File: src/rtl/stopwatch_pkg.sv
// Shared definitions for the stopwatch run-control stage and the BCD counter top level.
//   sw_state_t          : run-control FSM state encoding
//   TICK_DIV_DEFAULT    : clocks per count_en pulse (1 Hz at 50 MHz)
//   DEB_CYCLES_DEFAULT  : stable cycles needed before a button level change is accepted
package stopwatch_pkg;

    typedef enum logic [1:0] {
        ST_IDLE  = 2'd0,
        ST_RUN   = 2'd1,
        ST_PAUSE = 2'd2
    } sw_state_t;

    localparam int unsigned TICK_DIV_DEFAULT   = 50_000_000;
    localparam int unsigned DEB_CYCLES_DEFAULT = 1_000_000;

endpackage

File: src/rtl/stopwatch_btn_debounce.sv
// Button conditioner: 2-flop synchroniser, debounce counter, rising-edge press pulse.
//   clock    in  system clock
//   reset    in  asynchronous, active-high
//   btn_raw  in  raw bouncy button level, asynchronous to clock
//   press_c  out one-cycle pulse on an accepted rising edge of the debounced level
//                (combinational from registered state)
module btn_debounce
    import stopwatch_pkg::*;
#(
    parameter int unsigned DEB_CYCLES = DEB_CYCLES_DEFAULT
) (
    input  logic clock,
    input  logic reset,
    input  logic btn_raw,
    output logic press_c
);

    localparam int unsigned CW = $clog2(DEB_CYCLES + 1);

    logic          sync1;
    logic          sync2;
    logic          stable;
    logic          stable_q;
    logic [CW-1:0] deb_cnt;

    // Synchroniser, debounce counter and debounced level history
    always_ff @(posedge clock or posedge reset) begin
        if (reset) begin
            sync1    <= 1'b0;
            sync2    <= 1'b0;
            stable   <= 1'b0;
            stable_q <= 1'b0;
            deb_cnt  <= '0;
        end else begin
            sync1    <= btn_raw;
            sync2    <= sync1;
            stable_q <= stable;
            if (sync2 != stable) begin
                // Accept the new level on the edge the count would reach DEB_CYCLES
                if (deb_cnt == CW'(DEB_CYCLES - 1)) begin
                    stable  <= sync2;
                    deb_cnt <= '0;
                end else begin
                    deb_cnt <= deb_cnt + CW'(1);
                end
            end else begin
                deb_cnt <= '0;
            end
        end
    end

    // Rising edge only; a release produces nothing
    assign press_c = stable & ~stable_q;

endmodule

File: src/rtl/stopwatch_ctrl.sv
// Stopwatch run control: turns start/stop and clear buttons into count enables and
// clear requests for the downstream two-digit BCD counter.
//   clock          in   system clock
//   reset          in   asynchronous, active-high
//   btn_start_raw  in   start/stop button, raw and bouncy
//   btn_clear_raw  in   clear button, raw and bouncy
//   count_en       out  one-cycle pulse per TICK_DIV clocks spent in RUN
//   clear_req      out  one-cycle pulse after a clear press
//   running        out  high while in RUN
//   pre_cnt        out  prescaler value
module stopwatch_ctrl
    import stopwatch_pkg::*;
#(
    parameter int unsigned TICK_DIV   = TICK_DIV_DEFAULT,
    parameter int unsigned DEB_CYCLES = DEB_CYCLES_DEFAULT
) (
    input  logic                        clock,
    input  logic                        reset,
    input  logic                        btn_start_raw,
    input  logic                        btn_clear_raw,
    output logic                        count_en,
    output logic                        clear_req,
    output logic                        running,
    output logic [$clog2(TICK_DIV)-1:0] pre_cnt
);

    localparam int unsigned PW = $clog2(TICK_DIV);

    logic      ss_press_c;
    logic      clr_press_c;
    sw_state_t state;

    btn_debounce #(.DEB_CYCLES(DEB_CYCLES)) u_deb_start (
        .clock   (clock),
        .reset   (reset),
        .btn_raw (btn_start_raw),
        .press_c (ss_press_c)
    );

    btn_debounce #(.DEB_CYCLES(DEB_CYCLES)) u_deb_clear (
        .clock   (clock),
        .reset   (reset),
        .btn_raw (btn_clear_raw),
        .press_c (clr_press_c)
    );

    // FSM, prescaler and registered outputs; clear always takes priority over start/stop
    always_ff @(posedge clock or posedge reset) begin
        if (reset) begin
            state     <= ST_IDLE;
            pre_cnt   <= '0;
            count_en  <= 1'b0;
            clear_req <= 1'b0;
            running   <= 1'b0;
        end else begin
            count_en  <= 1'b0;
            clear_req <= 1'b0;
            case (state)
                ST_IDLE: begin
                    pre_cnt <= '0;
                    if (clr_press_c) begin
                        clear_req <= 1'b1;
                        running   <= 1'b0;
                    end else if (ss_press_c) begin
                        state   <= ST_RUN;
                        running <= 1'b1;
                    end
                end
                ST_RUN: begin
                    if (clr_press_c) begin
                        state     <= ST_IDLE;
                        clear_req <= 1'b1;
                        running   <= 1'b0;
                        pre_cnt   <= '0;
                    end else begin
                        if (ss_press_c) begin
                            state   <= ST_PAUSE;
                            running <= 1'b0;
                        end
                        // Prescaler advances on every RUN cycle, including the pausing one
                        if (pre_cnt == PW'(TICK_DIV - 1)) begin
                            pre_cnt  <= '0;
                            count_en <= 1'b1;
                        end else begin
                            pre_cnt <= pre_cnt + PW'(1);
                        end
                    end
                end
                ST_PAUSE: begin
                    // Prescaler holds so a resume completes the partial period
                    if (clr_press_c) begin
                        state     <= ST_IDLE;
                        clear_req <= 1'b1;
                        running   <= 1'b0;
                        pre_cnt   <= '0;
                    end else if (ss_press_c) begin
                        state   <= ST_RUN;
                        running <= 1'b1;
                    end
                end
                default: begin
                    state   <= ST_IDLE;
                    running <= 1'b0;
                    pre_cnt <= '0;
                end
            endcase
        end
    end

endmodule

File: config.mk
export PLATFORM = sky130hd
export DESIGN_NAME = stopwatch_ctrl
export DESIGN_NICKNAME = d
export VERILOG_FILES = /design/src/rtl/stopwatch_pkg.sv /design/src/rtl/stopwatch_btn_debounce.sv /design/src/rtl/stopwatch_ctrl.sv
export SDC_FILE = /design/constraint.sdc
export NUM_CORES = 1
export LEC_CHECK = 0
export CORE_MARGIN = 10
export CORE_UTILIZATION = 48
export CTS_BUF_LIST = sky130_fd_sc_hd__clkbuf_8 sky130_fd_sc_hd__clkbuf_16
export DETAILED_ROUTE_END_ITERATION = 8
export DONT_BUFFER_PORTS = 1
export PLACE_DENSITY_LB_ADDON = 0.08
export SYNTH_ARGS = -nofsm -noshare
export SYNTH_HDL_FRONTEND = slang
export SYNTH_SLANG_ARGS = --single-unit
File: constraint.sdc
create_clock -name clock -period 2.7 [get_ports clock]
set_input_delay 0.54 -clock clock [delete_from_list [all_inputs] [get_ports clock]]
set_output_delay 0.54 -clock clock [all_outputs]
set_load 0.05 [all_outputs]
==> results of run 1 <==
[report_power, final]
part	internal (mW)	switching (mW)
registers	1.19	0.00808
logic	0.0107	0.0375
clock network	0.610	0.433
total	1.81	0.479
[cells in the mapped netlist, drive strengths merged, types with 6 or more instances]
cell	n
xor2	22
dfrtp	79
xnor2	32
inv	12
nor2	73
nand4	16
nand3	27
and3	7
a21oi	6
o21ai	7
nor3	12
nor4	13
nand2	24
[per-layer routing]
layer	track usage (%)	share of wire, %
met5	0	0
met2	21.6	47
met3	4.05	6.1
met1	17.4	46
met4	5.65	1.3
[cell type report]
type | instances | area [um^2] | area share (%)
timing repair buffer | 29 | 218 | 5.08
inverter | 12 | 46.3 | 1.08
tap | 102 | 128 | 2.98
sequential | 79 | 1980 | 46.1
clock buffer | 9 | 124 | 2.89
multi-input combinational | 278 | 1680 | 39.3
clock inverter | 7 | 113 | 2.63
[cells by family after synthesis]
group                    Yosys count  synth area share, %
AO/OA/AOI/OAI                     22                 3.87
XOR/XNOR                          54                 12.6
adder cells (fa/ha/maj)            3                 1.00
buffers and inverters             20                 2.34
flip-flops                        79                 52.7
multiplexers                       3                0.901
AND/OR/NAND/NOR                  196                 26.5
[state kept, by name (all words and copies together), names as in the netlist]
register	cells
clear_req	1
count_en	1
pre_cnt	26
running	1
state	2
u_deb_clear.deb_cnt	20
u_deb_clear.stable	1
u_deb_clear.stable_q	1
u_deb_clear.sync1	1
u_deb_clear.sync2	1
u_deb_start.deb_cnt	20
u_deb_start.stable	1
u_deb_start.stable_q	1
u_deb_start.sync1	1
u_deb_start.sync2	1
[cell usage in the layout, fill, tap and decap left out, drive strengths merged, types with 2 or more instances in the layout]
cell,n
buf,29
inv,12
nor4,13
nand4b,3
nor2b,4
nand2b,2
clkbuf,9
nor3b,2
nor2,73
and3,7
bufinv,3
clkinv,4
or2,2
ha,3
a21oi,6
nand2,24
and4,3
nand4,16
nand3,27
nor4b,3
a31oi,3
xnor2,32
dfrtp,79
xor2,22
o21ai,7
nor3,12
mux2,3
[path summary, 6_finish.rpt]
check,start,end,slack (ps),cells past startpoint
setup reg to reg,pre_cnt[10]$_DFFE_PP0P_,pre_cnt[14]$_DFFE_PP0P_,530,5
min in group clock,btn_start_raw,u_deb_start.sync1$_DFF_PP0_,230,0
setup / recovery,pre_cnt[10]$_DFFE_PP0P_,pre_cnt[14]$_DFFE_PP0P_,530,5
hold / removal,reset,u_deb_start.deb_cnt[13]$_DFF_PP0_,130,1
hold reg to reg,u_deb_clear.sync1$_DFF_PP0_,u_deb_clear.sync2$_DFF_PP0_,350,0
max in group asynchronous,reset,pre_cnt[6]$_DFFE_PP0P_,1830,2
[metrics by stage]
stage	setup slack (ps)	std cells	hold WS [ps]	power [mW]
after global routing	380	516	188	2.37
after detailed placement	522	500	337	1.28
final	526	516	134	2.29
after CTS	506	516	155	2.32
after global placement	560	500	338	1.27
after floorplan	137	377	331	1.26
==> metrics.cfg, run 1 <==
[placed_design]
hpwlAfterDp_mm=5.28
place_area_mm2=0.00405
gp_congestion=0.787
portBuffers=0

[sta]
skew_ps=15.6
min_period_over_period_pct=80.5
fmax_mhz=460
hold_viol=0
finalMaxSlewViolations=0
setup_tns_ps=0
period_needed_ps=2170
rsz0062_at_grt=false
setup_viol=0
tightest_slew_ps=1180
slew-limit-headroom_pct=21.3

[layout]
fillers=699
synthToLayoutAreaGrowth_pct=14.4
fin_nets=416
drive_above_1_share_pct=13.3
final_area_mm2=0.00429
n_antenna_cell=0
utilization_pct=56.1

[clock_network]
numCtsBuffers=9
root_buffer=clkbuf_8
cts_sinks=79
htree_levels=3
cts_resized=0
hold_buffers=0
cts_tree=yes
clockBufferDepth=2
postCtsSetupBuffers=0
insertion_delay_ps=340
clkSlewWorstSetupHoldPaths_ps=90

[floorplanning]
die_x_um=108
fp.dieArea_mm2=0.0117
dieHeight_um=108
start_util_pct=49.0
fp.coreArea_mm2=0.00765
ios=33
num_rows=32

[routing]
via_per_inst=5.30
drc=0
dr.pass1.iters=5
detail_route.wl_per_cell_um=14.7
wl_mm=7.59
antenna_left=0
drt-initial-drc-count=80
dr_total_vias=2736

[setup_path]
critPathMaxFanout=16
crit_family=simple AND/OR/NAND/NOR gates
cp-start-kind=register
crit_arrival_ps=2390
timing_worst_setup_path_type=reg2reg
end_kind=register
critPathMaxStageDelay_ps=540
crit_path_cell_trace=or4_4 -> nor4_4 -> a31oi_2 -> nor2_4 -> nor2_1
critical_path_buf_inv_count=0
crit_required_ps=2920
cp_slowest_cell=or4_4

[synthesis]
synth_nets=384
synthArstFlopShare_pct=100
syn_avg_cell_area_um2=9.94
syn-instance-count=377
yosysTopAreaCellShare_pct=52.7
yosys-top-cells-area=dfrtp_1 53%, xnor2_1 7.5%, nor2_1 7.2%, xor2_1 5.1%, nand3_1 3.6%
ys.flop_type=dfrtp_1
mappedNetlistArea_mm2=0.00375
ys_ff_latch=79
yosys.area.top_type=dfrtp_1
synth.distinct_cells=41
yosysWarnings=0
synth-edff-count=0
seq_area_frac_synth_pct=52.7

[run_status]
status=complete, no violations

[global_route]
grtUsageTotal_pct=13.7
overflow=0
antenna_found_initial=0
grt_max_degree=39
grt_pass1_vias=2742
grt_pass1_wl_mm=13.2

[hold_path]
worstHoldPathType=in2async

[pwr]
ir_drop_uv=309
p_leak_nw=1.82
p_per_area_mw_per_mm2=534

[job]
drv_cap=0

(Power assumes the default switching activity.)
==> run 2: changes to the inputs <==
==> constraint.sdc (replaced) <==
create_clock -name clock -period 1.9 [get_ports clock]
set_input_delay 0.38 -clock clock [delete_from_list [all_inputs] [get_ports clock]]
set_output_delay 0.38 -clock clock [all_outputs]
set_load 0.05 [all_outputs]
==> run 2 against run 1 <==
  * The run now ends with negative setup slack left
  * Via count up 3.3%
  * Wire length grew 1.6%
  * Largest power group unchanged
  * Non-clock buffer count rose by 23
  * Critical path type unchanged
  * Flip-flop and latch count did not move
  * Sequential share of layout area is 2.4 points lower
  * Global-route usage is 0.37 points lower
  * Worst setup slack got worse by 590 ps
  * Die area stayed put
  * Count of clock-buffer cells in the layout did not move
  * Maximum frequency rose by 11%
  * First-iteration DRC count up 33%
==> metrics.cfg, run 2 (same netlist as run 1, synthesis figures left out) <==
[run_status]
status=complete, but fails checks
violations=negative setup slack

[floorplanning]
fp.coreArea_mm2=0.00765
start_util_pct=49.0
fp.dieArea_mm2=0.0117
ios=33
dieHeight_um=108
num_rows=32
die_x_um=108

[hold_path]
whs_endpoint=u_deb_clear.sync1$_DFF_PP0_
worstHoldPathType=in2reg
holdCritStartpoint=btn_clear_raw
hold_depth=0

[routing]
dr.pass1.iters=4
dr_total_vias=2827
drt-initial-drc-count=106
antenna_left=0
detail_route.wl_per_cell_um=14.3
via_per_inst=5.24
wl_mm=7.72
drc=0

[pwr]
p_leak_nw=1.91
switchingPower_mw=0.686
finalPower_mw=3.01
switching_share_pct=22.8
ir_drop_uv=507
pwr-share-clk_pct=40.4
p_per_area_mw_per_mm2=658
pwr-share-comb_pct=2.8
pwr-share-seq_pct=56.7
p_int_mw=2.32

[clock_network]
htree_levels=3
insertion_delay_ps=350
cts_tree=yes
cts_sinks=79
numCtsBuffers=9
clkSlewWorstSetupHoldPaths_ps=80
postCtsSetupBuffers=0
root_buffer=clkbuf_8
clockBufferDepth=2

[setup_path]
rr_endpoint=pre_cnt[0]$_DFFE_PP0P_
crit_path_cell_trace=or4bb_4 -> nor4_4 -> a31oi_4 -> buf_12 -> mux2_2
cp-start-kind=register
end_kind=register
cp_slowest_cell=or4bb_4
regToRegSetupSlack_ps=-60
crit_arrival_ps=2190
crit_required_ps=2130
r2r_cells=5
critPathMaxStageDelay_ps=550
r2r-start=pre_cnt[9]$_DFFE_PP0P_
timing_worst_setup_path_type=reg2reg
critPathMaxFanout=9

[sta]
whs_ps=56.1
finalMaxSlewViolations=0
min_period_over_period_pct=103
tightest_slew_ps=522
worst_slack_ps=-61.1
setup_viol=18
fmax_mhz=510
slew-limit-headroom_pct=65.2
hold_viol=0
skew_ps=14.5
rsz0062_at_grt=true
setup_tns_ps=-462
period_needed_ps=1960

[layout]
fillers=640
stdcell_count=539
largest_reg_flops=26
final_area_mm2=0.00457
drive_above_1_share_pct=24.9
layout_commonest_cell=dfrtp_1
biggestRegsByFlops=pre_cnt: 26 flops, u_deb_clear.deb_cnt: 20 flops, u_deb_start.deb_cnt: 20 flops
utilization_pct=59.7
synthToLayoutAreaGrowth_pct=21.9
layout_common_cells=64 x dfrtp_1, 61 x nor2_1, 44 x buf_4, 32 x xnor2_1, 26 x nand3_1
top_register=pre_cnt
n_antenna_cell=0
fin_nets=439

[placed_design]
place_ws_ps=-50.2
gp_congestion=0.825
dpl.cell_count=521
place_area_mm2=0.00428
portBuffers=0
hpwlAfterDp_mm=5.49

[global_route]
grtUsageTotal_pct=13.4
grt_pass1_vias=2695
grt_pass1_wl_mm=12.8
overflow=0
grt_max_degree=30
antenna_found_initial=0

[job]
drv_cap=0

[run 2: cell count changes in the layout (fill, tap and decap cells not counted), moves of 4 or more]
cell	previous run	this run
dfrtp_1	79	64
nor2_2	0	11
buf_12	0	4
nor2_1	72	61
buf_4	29	44
dfrtp_2	0	15
[run 2: worst max-delay path, delay by kind of cell (launching register included)]
family,cells,cell delay [ps]
AO/OA/AOI/OAI,1,170
flip-flops,1,410
multiplexers,1,250
buffers and inverters,1,170
AND/OR/NAND/NOR,2,850
[run 2: worst max-delay path by stage]
stage | from | to | depth (start not counted)
detailed placement | pre_cnt[9]$_DFFE_PP0P_ | pre_cnt[0]$_DFFE_PP0P_ | 5
finish | pre_cnt[9]$_DFFE_PP0P_ | pre_cnt[0]$_DFFE_PP0P_ | 5
global route | pre_cnt[9]$_DFFE_PP0P_ | pre_cnt[14]$_DFFE_PP0P_ | 6
global placement | pre_cnt[9]$_DFFE_PP0P_ | pre_cnt[0]$_DFFE_PP0P_ | 5
CTS | pre_cnt[9]$_DFFE_PP0P_ | pre_cnt[0]$_DFFE_PP0P_ | 5
floorplan | pre_cnt[9]$_DFFE_PP0P_ | pre_cnt[0]$_DFFE_PP0P_ | 5
[run 2: cell type report]
type / instances / area [um^2] / area share, %
clock buffers: 9 / 124 / 2.71
well taps: 102 / 128 / 2.79
repair buffers: 52 / 454 / 9.94
inverters: 12 / 48.8 / 1.07
clock inverters: 7 / 65.1 / 1.42
flip-flops and latches: 79 / 2000 / 43.7
multi-input cells: 278 / 1750 / 38.4
[run 2: timing repair]
action	4_1_cts	5_1_grt
endpoints found under the setup margin	5	21
hold buffers	1	0
gates resized for setup	2	21
cloned	0	1
pin swaps	0	6
endpoints found under the hold margin	15	0
[run 2: layer usage]
metal,up-vias,global-route usage (%),part of all wire [%]
li1,1414,-,-
met1,1366,17.8,46
met2,38,20.3,47
met3,9,3.69,5.8
met4,0,5.08,1.3
met5,-,0,0
[run 2: power groups by stage]
| stage | Sequential [mW] | Combinational [mW] | Clock (mW) |
|---|---|---|---|
| detailed placement | 1.74 | 0.0877 | 0 |
| finish | 1.71 | 0.0856 | 1.22 |
| global placement | 1.74 | 0.0869 | 0 |
| floorplan | 1.74 | 0.0547 | 0 |
| global route | 1.71 | 0.101 | 1.33 |
| CTS | 1.71 | 0.0904 | 1.26 |
==> run 3: changes to the inputs <==
--- a/config.mk
+++ b/config.mk
@@ -11,6 +11,7 @@
 export DETAILED_ROUTE_END_ITERATION = 8
 export DONT_BUFFER_PORTS = 1
 export PLACE_DENSITY_LB_ADDON = 0.08
+export SLEW_MARGIN = 25
 export SYNTH_ARGS = -nofsm -noshare
 export SYNTH_HDL_FRONTEND = slang
 export SYNTH_SLANG_ARGS = --single-unit
==> results of run 3 <==
No change in the layout: final DEF, timing and power equal those of run 2.
